**config.mk**
```make
export PLATFORM = sky130hd
export DESIGN_NAME = attribute_residual_encoder
export DESIGN_NICKNAME = d
export VERILOG_FILES = /design/src/rtl/attribute_residual_encoder.sv
export SDC_FILE = /design/constraint.sdc
export NUM_CORES = 1
export LEC_CHECK = 0
export CAP_MARGIN = 40
export CORE_MARGIN = 2
export CORE_UTILIZATION = 27
export CTS_BUF_LIST = sky130_fd_sc_hd__clkbuf_2
export DETAILED_ROUTE_END_ITERATION = 16
export GPL_TIMING_DRIVEN = 0
export PLACE_DENSITY = 0.43
export SETUP_SLACK_MARGIN = 0.5
export SLEW_MARGIN = 20
export SYNTH_ARGS = -nofsm -noshare
export SYNTH_HDL_FRONTEND = slang
export SYNTH_SLANG_ARGS = --single-unit
```
**constraint.sdc**
```tcl
create_clock -name clk -period 6.8 [get_ports clk]
set_input_delay 0.68 -clock clk [delete_from_list [all_inputs] [get_ports clk]]
set_output_delay 0.68 -clock clk [all_outputs]
set_load 0.005 [all_outputs]
```
**src/rtl/attribute_residual_encoder.sv**
```systemverilog
// Delta-residual encoder: clamps (attr - prediction) to the symbol range and queues
// signed symbols in a small FIFO; the prediction follows the decoder's reconstruction.
module attribute_residual_encoder #(
    parameter int ATTR_WIDTH   = 8,
    parameter int SYMBOL_WIDTH = 8,
    parameter int FIFO_DEPTH   = 4,
    parameter int CNT_WIDTH    = 16
) (
    input  logic                    clk,
    input  logic                    rst_n,
    input  logic                    in_valid,
    output logic                    in_ready,
    input  logic [ATTR_WIDTH-1:0]   in_attr,
    input  logic                    in_first,
    output logic                    out_valid,
    input  logic                    out_ready,
    output logic [SYMBOL_WIDTH-1:0] out_symbol,
    output logic                    out_first,
    input  logic                    stats_clear,
    output logic [CNT_WIDTH-1:0]    sym_count,
    output logic [CNT_WIDTH-1:0]    sat_count
);

    localparam int PTR_W = (FIFO_DEPTH > 1) ? $clog2(FIFO_DEPTH) : 1;
    localparam logic [PTR_W:0]     FULL_CNT  = (PTR_W + 1)'(FIFO_DEPTH);
    localparam logic [PTR_W:0]     COUNT_ONE = (PTR_W + 1)'(1);
    localparam logic [PTR_W-1:0]   PTR_ONE   = PTR_W'(1);
    localparam logic [CNT_WIDTH-1:0] STAT_ONE = CNT_WIDTH'(1);

    // Handshakes: a transfer happens on a rising edge where valid && ready are both
    // high; in_ready comes only from the registered count, out_valid means FIFO non-empty.

    logic [SYMBOL_WIDTH:0]   r_mem [FIFO_DEPTH];
    logic [PTR_W-1:0]        r_wr_ptr;
    logic [PTR_W-1:0]        r_rd_ptr;
    logic [PTR_W:0]          r_count;
    logic [ATTR_WIDTH-1:0]   r_pred;
    logic [CNT_WIDTH-1:0]    r_sym_count;
    logic [CNT_WIDTH-1:0]    r_sat_count;

    logic                    w_push;
    logic                    w_pop;
    logic [ATTR_WIDTH-1:0]   w_p;
    logic signed [ATTR_WIDTH:0] w_resid;
    logic signed [ATTR_WIDTH:0] w_rc;
    logic signed [ATTR_WIDTH:0] w_sym_max;
    logic signed [ATTR_WIDTH:0] w_sym_min;
    logic                    w_sat;
    logic [ATTR_WIDTH:0]     w_sum;
    logic [ATTR_WIDTH-1:0]   w_pred_next;
    logic [SYMBOL_WIDTH-1:0] w_symbol;

    assign in_ready  = (r_count != FULL_CNT);
    assign out_valid = (r_count != '0);
    assign w_push    = in_valid && in_ready;
    assign w_pop     = out_valid && out_ready;

    assign out_symbol = r_mem[r_rd_ptr][SYMBOL_WIDTH:1];
    assign out_first  = r_mem[r_rd_ptr][0];
    assign sym_count  = r_sym_count;
    assign sat_count  = r_sat_count;

    // Symbol range bounds expressed in the (ATTR_WIDTH+1)-bit residual domain.
    assign w_sym_max = $signed({{(ATTR_WIDTH + 2 - SYMBOL_WIDTH){1'b0}}, {(SYMBOL_WIDTH - 1){1'b1}}});
    assign w_sym_min = $signed({{(ATTR_WIDTH + 2 - SYMBOL_WIDTH){1'b1}}, {(SYMBOL_WIDTH - 1){1'b0}}});

    always_comb begin
        w_p         = '0;
        w_resid     = '0;
        w_rc        = '0;
        w_sat       = 1'b0;
        w_sum       = '0;
        w_pred_next = '0;
        w_symbol    = '0;

        w_p     = in_first ? '0 : r_pred;
        w_resid = $signed({1'b0, in_attr}) - $signed({1'b0, w_p});
        if (w_resid > w_sym_max) begin
            w_rc  = w_sym_max;
            w_sat = 1'b1;
        end else if (w_resid < w_sym_min) begin
            w_rc  = w_sym_min;
            w_sat = 1'b1;
        end else begin
            w_rc = w_resid;
        end
        w_symbol    = w_rc[SYMBOL_WIDTH-1:0];
        // Reconstruction the decoder will see; clamping moves toward in_attr so it stays in range.
        w_sum       = {1'b0, w_p} + $unsigned(w_rc);
        w_pred_next = w_sum[ATTR_WIDTH-1:0];
    end

    always_ff @(posedge clk or negedge rst_n) begin
        if (!rst_n) begin
            for (int i = 0; i < FIFO_DEPTH; i++) begin
                r_mem[i] <= '0;
            end
            r_wr_ptr <= '0;
            r_rd_ptr <= '0;
            r_count  <= '0;
            r_pred   <= '0;
        end else begin
            if (w_push) begin
                r_mem[r_wr_ptr] <= {w_symbol, in_first};
                r_wr_ptr        <= r_wr_ptr + PTR_ONE;
                r_pred          <= w_pred_next;
            end
            if (w_pop) begin
                r_rd_ptr <= r_rd_ptr + PTR_ONE;
            end
            if (w_push && !w_pop) begin
                r_count <= r_count + COUNT_ONE;
            end else if (w_pop && !w_push) begin
                r_count <= r_count - COUNT_ONE;
            end
        end
    end

    always_ff @(posedge clk or negedge rst_n) begin
        if (!rst_n) begin
            r_sym_count <= '0;
            r_sat_count <= '0;
        end else if (stats_clear) begin
            r_sym_count <= '0;
            r_sat_count <= '0;
        end else if (w_push) begin
            r_sym_count <= r_sym_count + STAT_ONE;
            if (w_sat && !(&r_sat_count)) begin
                r_sat_count <= r_sat_count + STAT_ONE;
            end
        end
    end

endmodule

```
[Word-level counts from Yosys, hierarchy flattened]
Cells that the tools add are included.
Widths: inputs -> output; s select.
Word-level totals
  memories: 0
  register bits after elaboration: 83
  bits in latches: 0
  bits in read-only memories: 0
  memory bits (writable): 0
  word-level logic and storage cells: 59
Cells by class
  add/subtract/negate cells: 8
  mux-type cells: 18
  $lt $le $gt $ge: 5
  bitwise operators: 2
  div/mod/pow operators: 0
  multipliers: 0
  equality and inequality tests: 1
  shifts and indexed selects: 0
  reductions and logical operators: 15
Operators with widths (number)
  $mux 16: 5
  $bwmux 36: 1
  $add 16x1->16 const B: 2
  $mux 9: 3
  $mux 8: 3
  $bmux 9 s2: 1
  $demux 9 s2: 1
  $reduce_and 16->1: 1
  $gt 9x8->1 const B: 1
  $lt 9x8->1 const B: 1
  $sub 8x8->9: 1
  $add 8x8->8: 1
  $ge 3x3->1 const B: 2
  $logic_and 1x1->1: 6
  $mux 3: 2
  $not 2->3: 2
  $reduce_bool 2->1: 3
  $add 2x1->2 const B: 2
  $add 3x1->3 const B: 1
  $logic_not 1->1: 3
  $lt 3x1->1 const B: 1
  $ne 3x3->1 const B: 1
  $reduce_bool 3->1: 1
  $sub 3x1->3 const B: 1
  2 further kinds: 3

[Logic depth before layout (Yosys ltp)]
Gate-level depths: netlist of the first run.
  depth in word-level cells: 9
  mapped depth: 18
  mapped depth without buffers: 17

[Worst setup path after synthesis of the first run]
Ideal clock, no wire load.
  path type: input -> register
  from: input in_first
  to: register r_pred[7]
  slack: 2.834 ns
  arrival: 3.879 ns
  setup time: 0.087 ns
  stages: 15
  required time: 6.713 ns
  path through: clkbuf_1 > nand2b_1 > ha_1 > a21o_1 > or3_4 > o221a_2 > maj3_2 > a21oi_2 > ha_1 > a21oi_1 > o211ai_1 > o41ai_1 > xor2_1 > nand3_1 > o211ai_1
Between the ends
  cells in the longest elaborated chain, start to end: 6
  elaborated cells on any way between the ends: 7
RTL lines
  from (decl): RTL line 14  | input logic in_first,
  $mux 8 *: RTL line 76  | w_p = in_first ? '0 : r_pred;
  $sub 8x8->9 *: RTL line 77  | w_resid = $signed({1'b0, in_attr}) - $signed({1'b0, w_p});
  $lt 9x8->1: RTL line 81  | end else if (w_resid < w_sym_min) begin
  $mux 8: RTL line 81
  $mux 8 *: RTL line 78  | if (w_resid > w_sym_max) begin
  named net w_rc[1]: RTL line 45  | logic signed [ATTR_WIDTH:0] w_rc;
  $add 8x8->8 *: RTL line 89  | w_sum = {1'b0, w_p} + $unsigned(w_rc);
  to (signal assigned): RTL line 106  | r_pred <= w_pred_next;
  to (decl): RTL line 37  | logic [ATTR_WIDTH-1:0] r_pred;
Mark *: on every way through the listed nets, which the timed path passes. The rest lies on a longest branch.
A chain may end at the register's enable or synchronous reset.

[Worst setup path after layout of the first run]
Ends and elaborated chain as after synthesis.

==> flow_metrics.env, run 1 <==
export IMPL_status="finished, final reports clean"
export IMPL_setup_tns_ps=0
export IMPL_grt_start_max_net_pins=49
export IMPL_max_freq_mhz=215.6
export IMPL_path_depth=16
export IMPL_cap_viol_max_count=0
export IMPL_synthMostInstantiatedCell="dfrtp_1"
export IMPL_ys_top_cells_by_area="dfrtp_1, mux2_2, ha_1, mux4_2, nand2_1"
export IMPL_synth_nets=523
export IMPL_worst_slack_ps=2161
export IMPL_fin_crit_sh=0.6822
export IMPL_timing_critical_path_from_type="input port"
export IMPL_clock_path_buffers=2
export IMPL_crit_fanout=10
export IMPL_die_y_um=140.0
export IMPL_post_cts_resized=0
export IMPL_combPwrFrac=0.541
export IMPL_drc=0
export IMPL_timing_rr_end="r_pred[7]"
export IMPL_post_cts_buffers=0
export IMPL_worst_r2r_cell_count=14
export IMPL_end_kind="flip-flop"
export IMPL_htree_levels=3
export IMPL_seqPwrFrac=0.349
export IMPL_clock_latency_ps=580
export IMPL_holdBufCountCts=1
export IMPL_synth_edf_count=0
export IMPL_vias_per_cell=4.837
export IMPL_antenna_found_initial=1
export IMPL_path_clk_slew_ps=250
export IMPL_async_flop_share=1.000
export IMPL_dpl_hpwl_um=9235
export IMPL_num_vias=3797
export IMPL_yosys_area_top_type_share=0.4161
export IMPL_ys_warnings_count=0
export IMPL_pre_cts_ws_ps=1457
export IMPL_ys_seq_area_frac=0.4161
export IMPL_rr_startpoint="r_pred[1]"
export IMPL_numCtsBuffers=9
export IMPL_setup_viol=0
export IMPL_startpoint="in_first"
export IMPL_arrival_ps=5170
export IMPL_io_buffers=55
export IMPL_cts_root_buffer="clkbuf_2"
export IMPL_io_pins=57
export IMPL_synth_top_cell_by_area="dfrtp_1"
export IMPL_clock_sinks=83
export IMPL_syn_inst=481
export IMPL_antenna_left=0
export IMPL_switching_power_uw=848.9
export IMPL_cp_endpoint="r_pred[7]"
export IMPL_crit_type="in2reg"
export IMPL_area_growth_pct=19.58
export IMPL_synth_avg_cell_area_um2=10.38
export IMPL_synth_ff_type="dfrtp_1"
export IMPL_synthDistinctLibCells=61
export IMPL_p_leak_uw=0.002463
export IMPL_p_int_uw=1273
export IMPL_netSwitchingFraction=0.4000
export IMPL_slew_violations=0
export IMPL_crit_buf_inv=2
export IMPL_finClkSkew_ps=42.49
export IMPL_drt_total_wl_um=12430
export IMPL_tightest_slew_ps=763.8
export IMPL_dr_pass1_iters=4
export IMPL_die_area_mm2=0.01959
export IMPL_drt_iter0_markers=152
export IMPL_die_w_um=140.0
export IMPL_syn_area_mm2=0.004991
export IMPL_synthTopCellsByCount="dfrtp_1, nand2_1, nor2_1"
export IMPL_worstPathRequired_ps=7330
export IMPL_utilization=0.3311
export IMPL_overflow=0
export IMPL_grt_pass1_vias=3926
export IMPL_initial_core_util=0.2769
export IMPL_drive_above_1_share=0.1568
export IMPL_core_area_mm2=0.01802
export IMPL_cp_top_family="compound AO/OA/AOI/OAI gates"
export IMPL_track_usage=0.1337
export IMPL_wl_per_cell_um=15.83
export IMPL_ff2ff_setup_slack_ps=2750
export IMPL_max_stage_delay_ps=620
export IMPL_place_congestion=0.8015
export IMPL_p_per_area_mw_per_mm2=355.5
export IMPL_grt_pass1_wl_um=20710
export IMPL_fin_nets=592
export IMPL_min_period_ps=4639
export IMPL_hold_path_class="reg2reg"
export IMPL_relSlewSlack=0.4908
export IMPL_cts_tree="yes"
export IMPL_synth_seq_cells=83
export IMPL_rows=49
export IMPL_worstPathCellList="clkdlybuf4s50_1 > clkbuf_1 > nand2b_1 > ha_1 > a21o_1 > or3_4 > o22ai_4 > a311oi_1 > a2111oi_2 > ha_1 > nand3_1 > o211ai_1 > o41ai_1 > xor2_1 > nand3_1 > o211ai_1"
export IMPL_p_clk_frac=0.109
export IMPL_hold_viol=0
export IMPL_rsz0062_at_grt="no"
export IMPL_max_vdd_ir_drop_uv=164.6
export IMPL_slowest_stage="a2111oi_2"
worst min-delay path: cells and delay by family, from the launching register on:
family | cells | cell delay (ps)
flip-flops | 1 | 380
AND/OR/NAND/NOR | 2 | 110
flip-flops by register name, indices dropped and copies added, names as in the netlist:
| register | cells |
|---|---|
| r_pred | 8 |
| r_wr_ptr | 2 |
| r_rd_ptr | 2 |
| r_mem | 36 |
| sym_count | 16 |
| sat_count | 16 |
| r_count | 3 |
routing by layer:
| metal | up-vias | track usage | wire length (µm) |
|---|---|---|---|
| li1 | 1866 | - | - |
| met1 | 1868 | 0.1777 | 5960 |
| met2 | 54 | 0.2200 | 5913 |
| met3 | 9 | 0.03385 | 421 |
| met4 | 0 | 0.03158 | 134 |
| met5 | - | 0 | 0 |
through the flow:
step,instance area (µm²),power (µW),hold slack (ps),std cells
4_1_cts,5966,2171,501.1,784
6_report,5968,2122,494.4,785
2_1_floorplan,4991,1536,384.4,481
3_5_place_dp,5868,1924,459.7,767
5_1_grt,5968,2329,530.8,785
3_3_place_gp,5828,1883,455.7,765
cell type report:
class | instances | area, µm²
sequential | 83 | 2077
timing repair buffer | 58 | 600.6
clock inverter | 7 | 42.54
clock buffer | 9 | 45.04
buffer | 17 | 81.33
inverter | 21 | 78.83
fill | 1876 | 12060
tap | 229 | 286.5
antenna | 1 | 2.502
multi-input combinational | 360 | 2754
worst min-delay path by stage:
stage / from / endpoint / slack [ps] / cells after the start
4_1_cts: r_count[2] / r_count[2] / 500 / 1
3_5_place_dp: r_pred[0] / r_pred[0] / 460 / 2
6_report: r_pred[0] / r_pred[0] / 490 / 2
2_1_floorplan: rst_n / r_count[0] / 380 / 0
5_1_grt: rst_n / r_pred[1] / 530 / 2
3_3_place_gp: r_pred[0] / r_pred[0] / 460 / 2
layout by cell type, fill, tap and decap left out, types with 4 or more instances in the layout:
cell type	count
a21o_1	6
a21oi_1	25
buf_2	5
clkbuf_1	7
clkbuf_2	9
clkdlybuf4s50_1	54
dfrtp_1	83
ha_1	25
inv_1	19
maj3_1	4
mux2_1	6
mux2_2	32
mux4_2	9
nand2_1	47
nand2b_1	7
nand3_1	15
nand4_1	14
nor2_1	41
nor2b_1	13
nor3_1	9
o21a_1	4
o21ai_0	19
o41ai_1	5
or3_1	4
xnor2_1	12
xor2_1	16
power by group through the flow:
stage	Sequential, µW	Combinational, µW	Clock [µW]
floorplan	727	809	0
global placement	746	1140	0
detailed placement	755	1170	0
CTS	743	1170	253
global route	767	1290	273
finish	742	1150	232
logic make-up (layout without fill, tap and decap cells):
logic type      count (synthesis)  after routing  synth area share
other cells                     0              1                 0
xor+xnor                       28             28           0.04913
mux                            47             47            0.1263
buf+inv                        38            112           0.03209
simple gates                  160            160            0.1574
flops                          83             83            0.4161
compound gates                 90             90            0.1294
fa+ha+maj                      35             35           0.08950
Power figures use the tool's default switching activity.
==> run 2, diff against run 1 <==
- PLACE_DENSITY: 0.43 -> 0.45
- clock period: 6.8 -> 3.8 ns (I/O delays scaled with it)
==> run 2 against run 1 <==
  * Sequential share of layout area shrank 3.1 points
  * Die area is the same
  * Design area grew 9.9%
  * Utilization grew 3.3 points
  * Global-route usage grew 0.61 points
==> flow_metrics.env, run 2 (synthesized netlist as in run 1, its figures left out) <==
export IMPL_numCtsBuffers=9
export IMPL_max_vdd_ir_drop_uv=341.7
export IMPL_track_usage=0.1397
export IMPL_tightest_slew_ps=705.6
export IMPL_clock_latency_ps=560
export IMPL_end_kind="flip-flop"
export IMPL_vias_per_cell=4.844
export IMPL_core_area_mm2=0.01802
export IMPL_dr_pass1_iters=4
export IMPL_setup_tns_ps=0
export IMPL_relSlewSlack=0.5296
export IMPL_area_growth_pct=31.39
export IMPL_hold_viol=0
export IMPL_fin_crit_sh=0.9346
export IMPL_timing_critical_path_from_type="flip-flop"
export IMPL_htree_levels=3
export IMPL_num_vias=3943
export IMPL_drc=0
export IMPL_rsz0062_at_grt="yes"
export IMPL_wl_per_cell_um=16.23
export IMPL_place_congestion=0.7949
export IMPL_antenna_cells=0
export IMPL_largest_reg_flops=36
export IMPL_die_w_um=140.0
export IMPL_ff2ff_setup_slack_ps=250
export IMPL_rows=49
export IMPL_cts_root_buffer="clkbuf_2"
export IMPL_dpl_hpwl_um=9449
export IMPL_arrival_ps=4020
export IMPL_clock_sinks=83
export IMPL_status="finished, final reports clean"
export IMPL_drive_above_1_share=0.2615
export IMPL_worstPathRequired_ps=4260
export IMPL_cts_tree="yes"
export IMPL_finClkSkew_ps=19.69
export IMPL_io_buffers=55
export IMPL_stdcell_area_mm2=0.006558
export IMPL_clock_path_buffers=2
export IMPL_fill_cells=1827
export IMPL_grt_pass1_vias=4120
export IMPL_p_leak_uw=0.002676
export IMPL_antenna_left=0
export IMPL_io_pins=57
export IMPL_p_per_area_mw_per_mm2=671.1
export IMPL_fin_nets=622
export IMPL_dp_cells=767
export IMPL_die_y_um=140.0
export IMPL_path_clk_slew_ps=230
export IMPL_cap_viol_max_count=0
export IMPL_die_area_mm2=0.01959
export IMPL_crit_type="reg2reg"
export IMPL_antenna_found_initial=0
export IMPL_setup_viol=0
export IMPL_grt_pass1_wl_um=21810
export IMPL_slew_violations=0
export IMPL_initial_core_util=0.2769
export IMPL_placed_cell_area_mm2=0.005949
export IMPL_regMostFlops="r_mem"
export IMPL_max_freq_mhz=281.6
export IMPL_layout_common_cells="dfrtp_1, clkdlybuf4s50_1, nand2_1, nor2_1, mux2_2"
export IMPL_overflow=0
export IMPL_layout_commonest_cell="dfrtp_1"
export IMPL_grt_start_max_net_pins=50
export IMPL_drt_iter0_markers=172
export IMPL_finalNonFillerCells=814
export IMPL_crit_fanout=4
export IMPL_min_period_ps=3552
export IMPL_hold_path_class="in2async"
export IMPL_drt_total_wl_um=13210
## run 2: cell count changes in the layout (fill, tap and decap cells not counted), sizes merged
cell	delta
dlygate4sd2	+1
clkdlybuf4s50	-1
diode	-1
inv	-1
clkinvlp	+4
clkinv	-3
buf	+30
## run 2: final timing paths
| check | startpoint | end | depth (start not counted) |
|---|---|---|---|
| hold reg to reg | r_count[2] | r_count[2] | 1 |
| hold / removal | rst_n | r_mem[32] | 2 |
| min in group clk | stats_clear | sat_count[9] | 3 |
| max in group asynchronous | rst_n | sym_count[2] | 3 |
| setup / recovery | r_pred[4] | r_pred[7] | 14 |
| setup reg to reg | r_pred[4] | r_pred[7] | 14 |
## run 2: critical path, stage by stage (launching register included)
cell	delay, ps
dfrtp_1	450
nand2b_4	100
ha_4	210
a21o_1	170
or3_4	370
o221a_4	260
maj3_2	330
a21oi_4	160
ha_4	230
a21oi_4	130
o211ai_1	140
o41ai_2	380
xor2_1	310
buf_4	170
o211ai_1	70
## run 2: timing repair
| item | CTS | global route |
|---|---|---|
| hold buffers | 1 | 0 |
| endpoints found under the hold margin | 34 | 0 |
| pin swaps | 20 | 17 |
| gates resized for setup | 28 | 24 |
| setup buffers | 19 | 11 |
| setup endpoints to repair | 5 | 4 |
| cloned | 0 | 0 |
## run 2: metal layers
metal	GRT usage	up-vias	share of wire
met5	0	-	0
met4	0.03737	0	0.011
met3	0.03077	11	0.031
met2	0.2277	59	0.48
met1	0.1888	1957	0.48
li1	-	1916	-
## run 2: area by class of cell
| cell class | instances | area (µm²) | share of cell area |
|---|---|---|---|
| timing repair buffer | 88 | 832.0 | 0.1269 |
| clock inverter | 7 | 45.04 | 0.006869 |
| tap | 229 | 286.5 | 0.04369 |
| inverter | 21 | 78.83 | 0.01202 |
| multi-input combinational | 360 | 3102 | 0.4730 |
| buffer | 17 | 91.34 | 0.01393 |
| clock buffer | 9 | 45.04 | 0.006869 |
| sequential | 83 | 2077 | 0.3167 |
## run 2: stage by stage
step / worst slack [ps] / util / hold slack, ps / total power [µW]
2_1_floorplan: 356.6 / - / 84.41 / 2820
3_3_place_gp: -919.4 / 0.3281 / 456.1 / 3438
3_5_place_dp: -938.1 / 0.3301 / 381.7 / 3514
4_1_cts: 316.4 / 0.3503 / 225.0 / 4187
5_1_grt: 89.44 / 0.3638 / 236.0 / 4771
6_report: 248.4 / 0.3638 / 284.5 / 4401
## run 2: report_power, final
| group | internal (µW) | leakage [µW] | switching (µW) |
|---|---|---|---|
| combinational | 1410 | 0.00158 | 1250 |
| sequential | 1170 | 0.00105 | 170 |
| clock | 79.4 | 0.0000413 | 323 |
